`src/rtl/cgra_seq_pkg.sv`:
```
// cgra_seq_pkg: shared state encoding and default widths for the CGRA PC sequencer.
// Contents: seq_state_t (IDLE/FETCH/EXEC/VECT/FINISH), CGRA_PC_W, CGRA_VLEN_W,
// CGRA_BR_CNT_W. No ports.
package cgra_seq_pkg;

    localparam int CGRA_PC_W     = 12;
    localparam int CGRA_VLEN_W   = 16;
    localparam int CGRA_BR_CNT_W = 16;

    typedef enum logic [2:0] {
        IDLE   = 3'd0,
        FETCH  = 3'd1,
        EXEC   = 3'd2,
        VECT   = 3'd3,
        FINISH = 3'd4
    } seq_state_t;

endpackage

```
`src/rtl/cgra_elem_counter.sv`:
```
// cgra_elem_counter: vector element index register with last-element compare.
// Ports: clk, rst_n (async active-low); clear zeroes the index, step increments it;
// len is the element count; idx is the current index; last is high when idx == len-1.
module cgra_elem_counter
    import cgra_seq_pkg::*;
#(
    parameter int W = CGRA_VLEN_W
) (
    input  logic         clk,
    input  logic         rst_n,
    input  logic         clear,
    input  logic         step,
    input  logic [W-1:0] len,
    output logic [W-1:0] idx,
    output logic         last
);

    logic [W-1:0] idx_q, idx_d;

    assign idx_d = clear ? '0 : step ? idx_q + 1'b1 : idx_q;
    assign idx   = idx_q;
    // A zero length never has a last element; EXEC never enters VECT with it.
    assign last  = (len != '0) && (idx_q == len - 1'b1);

    always_ff @(posedge clk or negedge rst_n) begin
        if (!rst_n) idx_q <= '0;
        else        idx_q <= idx_d;
    end

endmodule

```
`src/rtl/cgra_pc_sequencer.sv`:
```
// cgra_pc_sequencer: program-counter and vector-element sequencer for one CGRA PE.
// Inputs : axis_aclk, axis_resetn (async active-low); start/abort control;
//          start_pc/end_pc program bounds; is_not_vect, is_bne, is_vstreamout,
//          is_halt, flag_neq, branch_imm, vect_len describe the instruction at pc;
//          done_steady datapath ready; supplier stream ownership; max_branches limit.
// Outputs: pc, busy, done, retire, elem_valid, elem_idx, done_auto_incr, err_loop.
// Option : define CGRA_LOOP_LIMIT_EN to count taken branches and flag err_loop when
//          the count reaches max_branches; otherwise err_loop is tied low.
module cgra_pc_sequencer
    import cgra_seq_pkg::*;
#(
    parameter int PC_W     = CGRA_PC_W,
    parameter int VLEN_W   = CGRA_VLEN_W,
    parameter int BR_CNT_W = CGRA_BR_CNT_W
) (
    input  logic                axis_aclk,
    input  logic                axis_resetn,
    input  logic                start,
    input  logic                abort,
    input  logic [PC_W-1:0]     start_pc,
    input  logic [PC_W-1:0]     end_pc,
    input  logic                is_not_vect,
    input  logic                is_bne,
    input  logic                is_vstreamout,
    input  logic                is_halt,
    input  logic                flag_neq,
    input  logic [PC_W-1:0]     branch_imm,
    input  logic [VLEN_W-1:0]   vect_len,
    input  logic                done_steady,
    input  logic                supplier,
    input  logic [BR_CNT_W-1:0] max_branches,
    output logic [PC_W-1:0]     pc,
    output logic                busy,
    output logic                done,
    output logic                retire,
    output logic                elem_valid,
    output logic [VLEN_W-1:0]   elem_idx,
    output logic                done_auto_incr,
    output logic                err_loop
);

    seq_state_t      state_q, state_d;
    logic [PC_W-1:0] pc_q, pc_d, pc_next;
    logic            done_q, retire_q, retire_d;
    logic            launch, exec_go, vect_go, taken, scalar_like, vect_hold, at_end;
    logic            limit_hit;
    logic            elem_clear, elem_step, elem_last;

    assign launch      = (state_q == IDLE) && start && !abort;
    assign exec_go     = (state_q == EXEC) && done_steady && !abort;
    assign vect_go     = (state_q == VECT) && done_steady && !abort;
    assign taken       = is_not_vect && is_bne && flag_neq && !is_halt;
    // Zero-length vectors retire like scalar non-branch instructions.
    assign scalar_like = is_not_vect || (vect_len == '0);
    assign vect_hold   = is_vstreamout && !supplier;
    assign at_end      = pc_q == end_pc;
    // Retiring end_pc keeps pc there; otherwise advance, wrapping modulo 2^PC_W.
    assign pc_next     = at_end ? pc_q : pc_q + 1'b1;

    always_ff @(posedge axis_aclk or negedge axis_resetn) begin
        if (!axis_resetn) state_q <= IDLE;
        else              state_q <= state_d;
    end

    always_comb begin
        state_d = state_q;
        if (abort) begin
            state_d = IDLE;
        end else begin
            case (state_q)
                IDLE:    state_d = start ? FETCH : IDLE;
                FETCH:   state_d = EXEC;
                EXEC:    if (done_steady)
                             state_d = is_halt     ? FINISH :
                                       taken       ? (limit_hit ? FINISH : FETCH) :
                                       scalar_like ? (at_end ? FINISH : FETCH) : VECT;
                VECT:    if (done_steady && elem_last && !vect_hold)
                             state_d = at_end ? FINISH : FETCH;
                FINISH:  state_d = IDLE;
                default: state_d = IDLE;
            endcase
        end
    end

    always_comb begin
        pc_d       = launch ? start_pc : pc_q;
        retire_d   = 1'b0;
        elem_clear = 1'b0;
        elem_step  = 1'b0;
        if (exec_go) begin
            retire_d   = is_halt || taken || scalar_like;
            elem_clear = !retire_d;
            if (taken && !limit_hit)                    pc_d = branch_imm;
            else if (!is_halt && !taken && scalar_like) pc_d = pc_next;
        end
        if (vect_go) begin
            elem_step = !elem_last;
            retire_d  = elem_last && !vect_hold;
            if (retire_d) pc_d = pc_next;
        end
    end

    always_ff @(posedge axis_aclk or negedge axis_resetn) begin
        if (!axis_resetn) begin
            pc_q     <= '0;
            done_q   <= 1'b0;
            retire_q <= 1'b0;
        end else begin
            pc_q     <= pc_d;
            done_q   <= state_d == FINISH;
            retire_q <= retire_d;
        end
    end

    cgra_elem_counter #(.W(VLEN_W)) u_elem (
        .clk   (axis_aclk),
        .rst_n (axis_resetn),
        .clear (elem_clear),
        .step  (elem_step),
        .len   (vect_len),
        .idx   (elem_idx),
        .last  (elem_last)
    );

`ifdef CGRA_LOOP_LIMIT_EN
    logic [BR_CNT_W-1:0] br_cnt_q, br_cnt_d;
    logic                err_q, err_d;

    assign limit_hit = br_cnt_q == max_branches;

    always_comb begin
        br_cnt_d = br_cnt_q;
        err_d    = err_q;
        if (launch) begin
            br_cnt_d = '0;
            err_d    = 1'b0;
        end else if (exec_go && taken) begin
            err_d    = err_q | limit_hit;
            br_cnt_d = (limit_hit || &br_cnt_q) ? br_cnt_q : br_cnt_q + 1'b1;
        end
    end

    always_ff @(posedge axis_aclk or negedge axis_resetn) begin
        if (!axis_resetn) begin
            br_cnt_q <= '0;
            err_q    <= 1'b0;
        end else begin
            br_cnt_q <= br_cnt_d;
            err_q    <= err_d;
        end
    end

    assign err_loop = err_q;
`else
    logic [BR_CNT_W-1:0] unused_max_branches;

    assign unused_max_branches = max_branches;
    assign limit_hit           = 1'b0;
    assign err_loop            = 1'b0;
`endif

    assign pc             = pc_q;
    assign busy           = state_q != IDLE;
    assign done           = done_q;
    assign retire         = retire_q;
    assign done_auto_incr = (state_q == VECT) && elem_last;
    // A vstreamout at its last element without stream ownership does not step.
    assign elem_valid     = (state_q == VECT) && done_steady && !(elem_last && vect_hold);

endmodule

```
`config.mk`:
```
export PLATFORM = sky130hd
export DESIGN_NAME = cgra_pc_sequencer
export DESIGN_NICKNAME = d
export VERILOG_FILES = /design/src/rtl/cgra_seq_pkg.sv /design/src/rtl/cgra_elem_counter.sv /design/src/rtl/cgra_pc_sequencer.sv
export SDC_FILE = /design/constraint.sdc
export NUM_CORES = 1
export LEC_CHECK = 0
export CAP_MARGIN = 20
export CORE_MARGIN = 2
export CORE_UTILIZATION = 45
export DETAILED_ROUTE_END_ITERATION = 10
export GPL_ROUTABILITY_DRIVEN = 0
export PLACE_DENSITY_LB_ADDON = 0.15
export SYNTH_ARGS = -nofsm -noshare
export SYNTH_HDL_FRONTEND = slang
export SYNTH_SLANG_ARGS = --single-unit
```
`constraint.sdc`:
```
create_clock -name axis_aclk -period 6.5 [get_ports axis_aclk]
set_clock_uncertainty 0.05 [all_clocks]
set_input_delay 1.95 -clock axis_aclk [delete_from_list [all_inputs] [get_ports axis_aclk]]
set_output_delay 1.95 -clock axis_aclk [all_outputs]
set_load 0.02 [all_outputs]
```
==> impl_metrics.json, run 1 <==
{
  "period_share_pct": 97.86,
  "cp_max_fo": 6,
  "startpoint": "vect_len[0]",
  "antenna_found_initial": 0,
  "dr.first_iter.drc_count": 179,
  "finalHoldViolations": 0,
  "rsz0062_at_grt": "yes",
  "report.final.slew_viol_count": 0,
  "drive_above_1_share_pct": 14.19,
  "setup_tns_ns": 0,
  "initial_utilization_pct": 46.75,
  "via_per_inst": 5.758,
  "fmax_ghz": 0.1572,
  "ys_seq_area_share_pct": 27.66,
  "overflow": 0,
  "avgRoutedWirePerCell_um": 15.98,
  "synth_common_cells": "dfrtp_1 (33), nor2_1 (31), xor2_1 (30), nand2_1 (27), a21oi_1 (22)",
  "yosys.cell_count.top_type": "dfrtp_1",
  "die_w_um": 85.45,
  "netlist.area_leader.share_pct": 27.66,
  "dp.cells": 534,
  "fin_crit_ns": 6.361,
  "status": "finished, final reports clean",
  "cp-start-kind": "input port",
  "synthFlopType": "dfrtp_1",
  "powerDensity_mw_per_mm2": 177.3,
  "drc": 0,
  "fillers": 563,
  "yosysWarnings": 0,
  "dr_total_vias": 3121,
  "grt_max_degree": 34,
  "critPathKind": "in2out",
  "drt_first_pass_iters": 4,
  "cts_max_level": 2,
  "fin_cells": 542,
  "cts_buffers": 5,
  "antenna_cells": 0,
  "slowest_delay_ns": 0.48,
  "place_ws_ns": -0.4575,
  "cp_slowest_cell": "clkdlybuf4s50_1",
  "synth_area_leaders": "dfrtp_1 (28%), xor2_1 (8.8%), xnor2_1 (5.3%), mux2i_1 (4.0%), nor2_1 (3.9%)",
  "reg2reg_to": "pc[10]",
  "end_kind": "output port",
  "ctsLongestPathBuffers": 2,
  "slew_headroom_pct": 33.51,
  "reg2reg_depth": 9,
  "p_leak_nw": 1.798,
  "dp_hpwl_um": 6739,
  "required_ns": 4.50,
  "detail-route-antenna-nets": 0,
  "syn_inst": 350,
  "die-area_mm2": 0.007302,
  "async_reset_ff_share_pct": 100.0,
  "cts_num_sinks": 33,
  "rows": 29,
  "cp_cell_sequence": "clkdlybuf4s50_1 -> inv_1 -> ha_2 -> buf_4 -> xnor2_1 -> a221oi_2 -> a41oi_2 -> a311oi_2 -> o211a_4 -> and2_1 -> a211oi_1 -> buf_2",
  "crit_path_end": "elem_valid",
  "utilization_pct": 67.16,
  "final_area_mm2": 0.004289,
  "worstReg2RegStart": "u_elem.idx[2]",
  "fp.dieH_um": 85.45,
  "postRouteWirelength_um": 8663,
  "core_area_mm2": 0.006386,
  "cp.arrival_ns": 4.36,
  "setup_slack_ns": 0.1389,
  "rrSetupSlack_ns": 3.76,
  "placed_area_mm2": 0.004154,
  "peakVddDrop_uv": 153.9,
  "grt_pass1_wl_um": 14570,
  "grt_pass1_vias": 2979,
  "max-cap-violations": 0,
  "hp-class": "reg2reg",
  "port_buffers": 95,
  "syn_avg_cell_area_um2": 8.530,
  "clock_latency_ns": 0.29,
  "finalNetCount": 547,
  "syn-num-nets": 433,
  "synth_top_area_cell": "dfrtp_1",
  "io-pin-count": 113,
  "cts_setup_buffers": 0,
  "ys_seq_elements": 33,
  "mappedNetlistArea_mm2": 0.002985,
  "ys_types": 62,
  "worst_pin_slew_ns": 0.9897,
  "synth_edf_count": 0,
  "grt.total_usage_pct": 24.95,
  "tritoncts": "built",
  "root_buffer": "clkbuf_8",
  "syn2layout_area_growth_pct": 43.67,
  "setup_viol": 0,
  "clkTransAtPathRegs_ns": 0.07
}
==> report_power, final <==
| part | switching (W) | total, W | internal (W) |
|---|---|---|---|
| sequential | 0.0000486 | 0.000278 | 0.000229 |
| combinational | 0.000130 | 0.000282 | 0.000152 |
| clock | 0.0000760 | 0.000201 | 0.000125 |
| total | 0.000254 | 0.000760 | 0.000506 |
==> worst max-delay path: cells and delay by family <==
family                     cells  cell delay, ns
AOI/OAI and AO/OA              5            1.00
xor gates and xnor gates       1            0.13
adders and majority gates      1            0.23
buffers and inverters          4            0.88
and+or+nand+nor                1            0.17
==> registers in the layout (all words and copies together) (netlist names) <==
| name | count |
|---|---|
| done | 1 |
| state_q | 3 |
| pc | 12 |
| retire | 1 |
| u_elem.idx | 16 |
==> per-layer routing <==
metal	global-route usage, %	wire [um]	vias up
li1	-	-	1518
met5	0	0	-
met2	39.63	4134	96
met3	4.669	482	2
met4	5.916	35	0
met1	35.19	4010	1505
==> cell families after synthesis <==
logic type	count (synthesis)	synth area share, %
flops	33	27.66
fa+ha+maj	4	1.677
compound gates	77	18.23
other cells	1	0.1256
simple gates	147	28.21
mux	17	5.909
buf+inv	23	4.107
xor+xnor	48	14.08
==> metrics by stage <==
stage          power [W]  hold slack [ns]
5_1_grt        0.0008038           0.5723
3_3_place_gp   0.0005528           0.5128
6_report       0.0007604           0.5310
2_1_floorplan  0.0004177           0.5177
4_1_cts        0.0007623           0.5372
3_5_place_dp   0.0005566           0.5228
==> cell type report <==
class	instances	area, um2	share of cell area, %
Timing Repair Buffer	125	1166	27.19
Sequential cell	33	825.8	19.25
Tap cell	77	96.34	2.246
Clock buffer	7	86.33	2.013
Clock inverter	1	30.03	0.7001
Inverter	5	18.77	0.4376
Multi-Input combinational cell	294	2066	48.16
==> worst min-delay path by stage <==
stage,from,endpoint,slack [ns],depth (start not counted)
2_1_floorplan,state_q[0],state_q[0],0.52,1
5_1_grt,u_elem.idx[4],u_elem.idx[4],0.57,1
4_1_cts,u_elem.idx[4],u_elem.idx[4],0.54,1
6_report,u_elem.idx[4],u_elem.idx[4],0.53,1
3_3_place_gp,u_elem.idx[4],u_elem.idx[4],0.51,1
3_5_place_dp,u_elem.idx[4],u_elem.idx[4],0.52,1
==> cell usage in the layout (no fill, tap or decap), types with 3 or more instances in the layout <==
cell             count
clkbuf_8             6
a21oi_1             22
nand3_1             14
xor2_1              30
o21ai_0              8
ha_1                 3
mux2i_1             12
and4_1               3
o22ai_1             12
buf_4               30
nor3_1              10
nand3b_1             4
a211oi_1             3
dfrtp_1             33
mux2_2               5
clkdlybuf4s50_1     93
nor2_1              31
nand4_1             16
inv_1                5
a31o_2               3
nand2b_1             4
xnor2_1             18
nor2b_1              3
or3_1                5
nor4_1               5
nand2_1             27
a22oi_1              6
and3_1               7
==> repair_timing <==
action                     CTS  global route
setup endpoints to repair    2             2
pin swaps                    1             2
gates resized for setup     11             4
hold buffers                 0             0
No activity file was read; power rests on OpenSTA's default activity.
==> inputs of run 2 (changes only) <==
Settings changed: CTS_CLUSTER_SIZE set to 30.
==> results of run 2 <==
Final layout, timing and power as in run 1 (identical DEF).
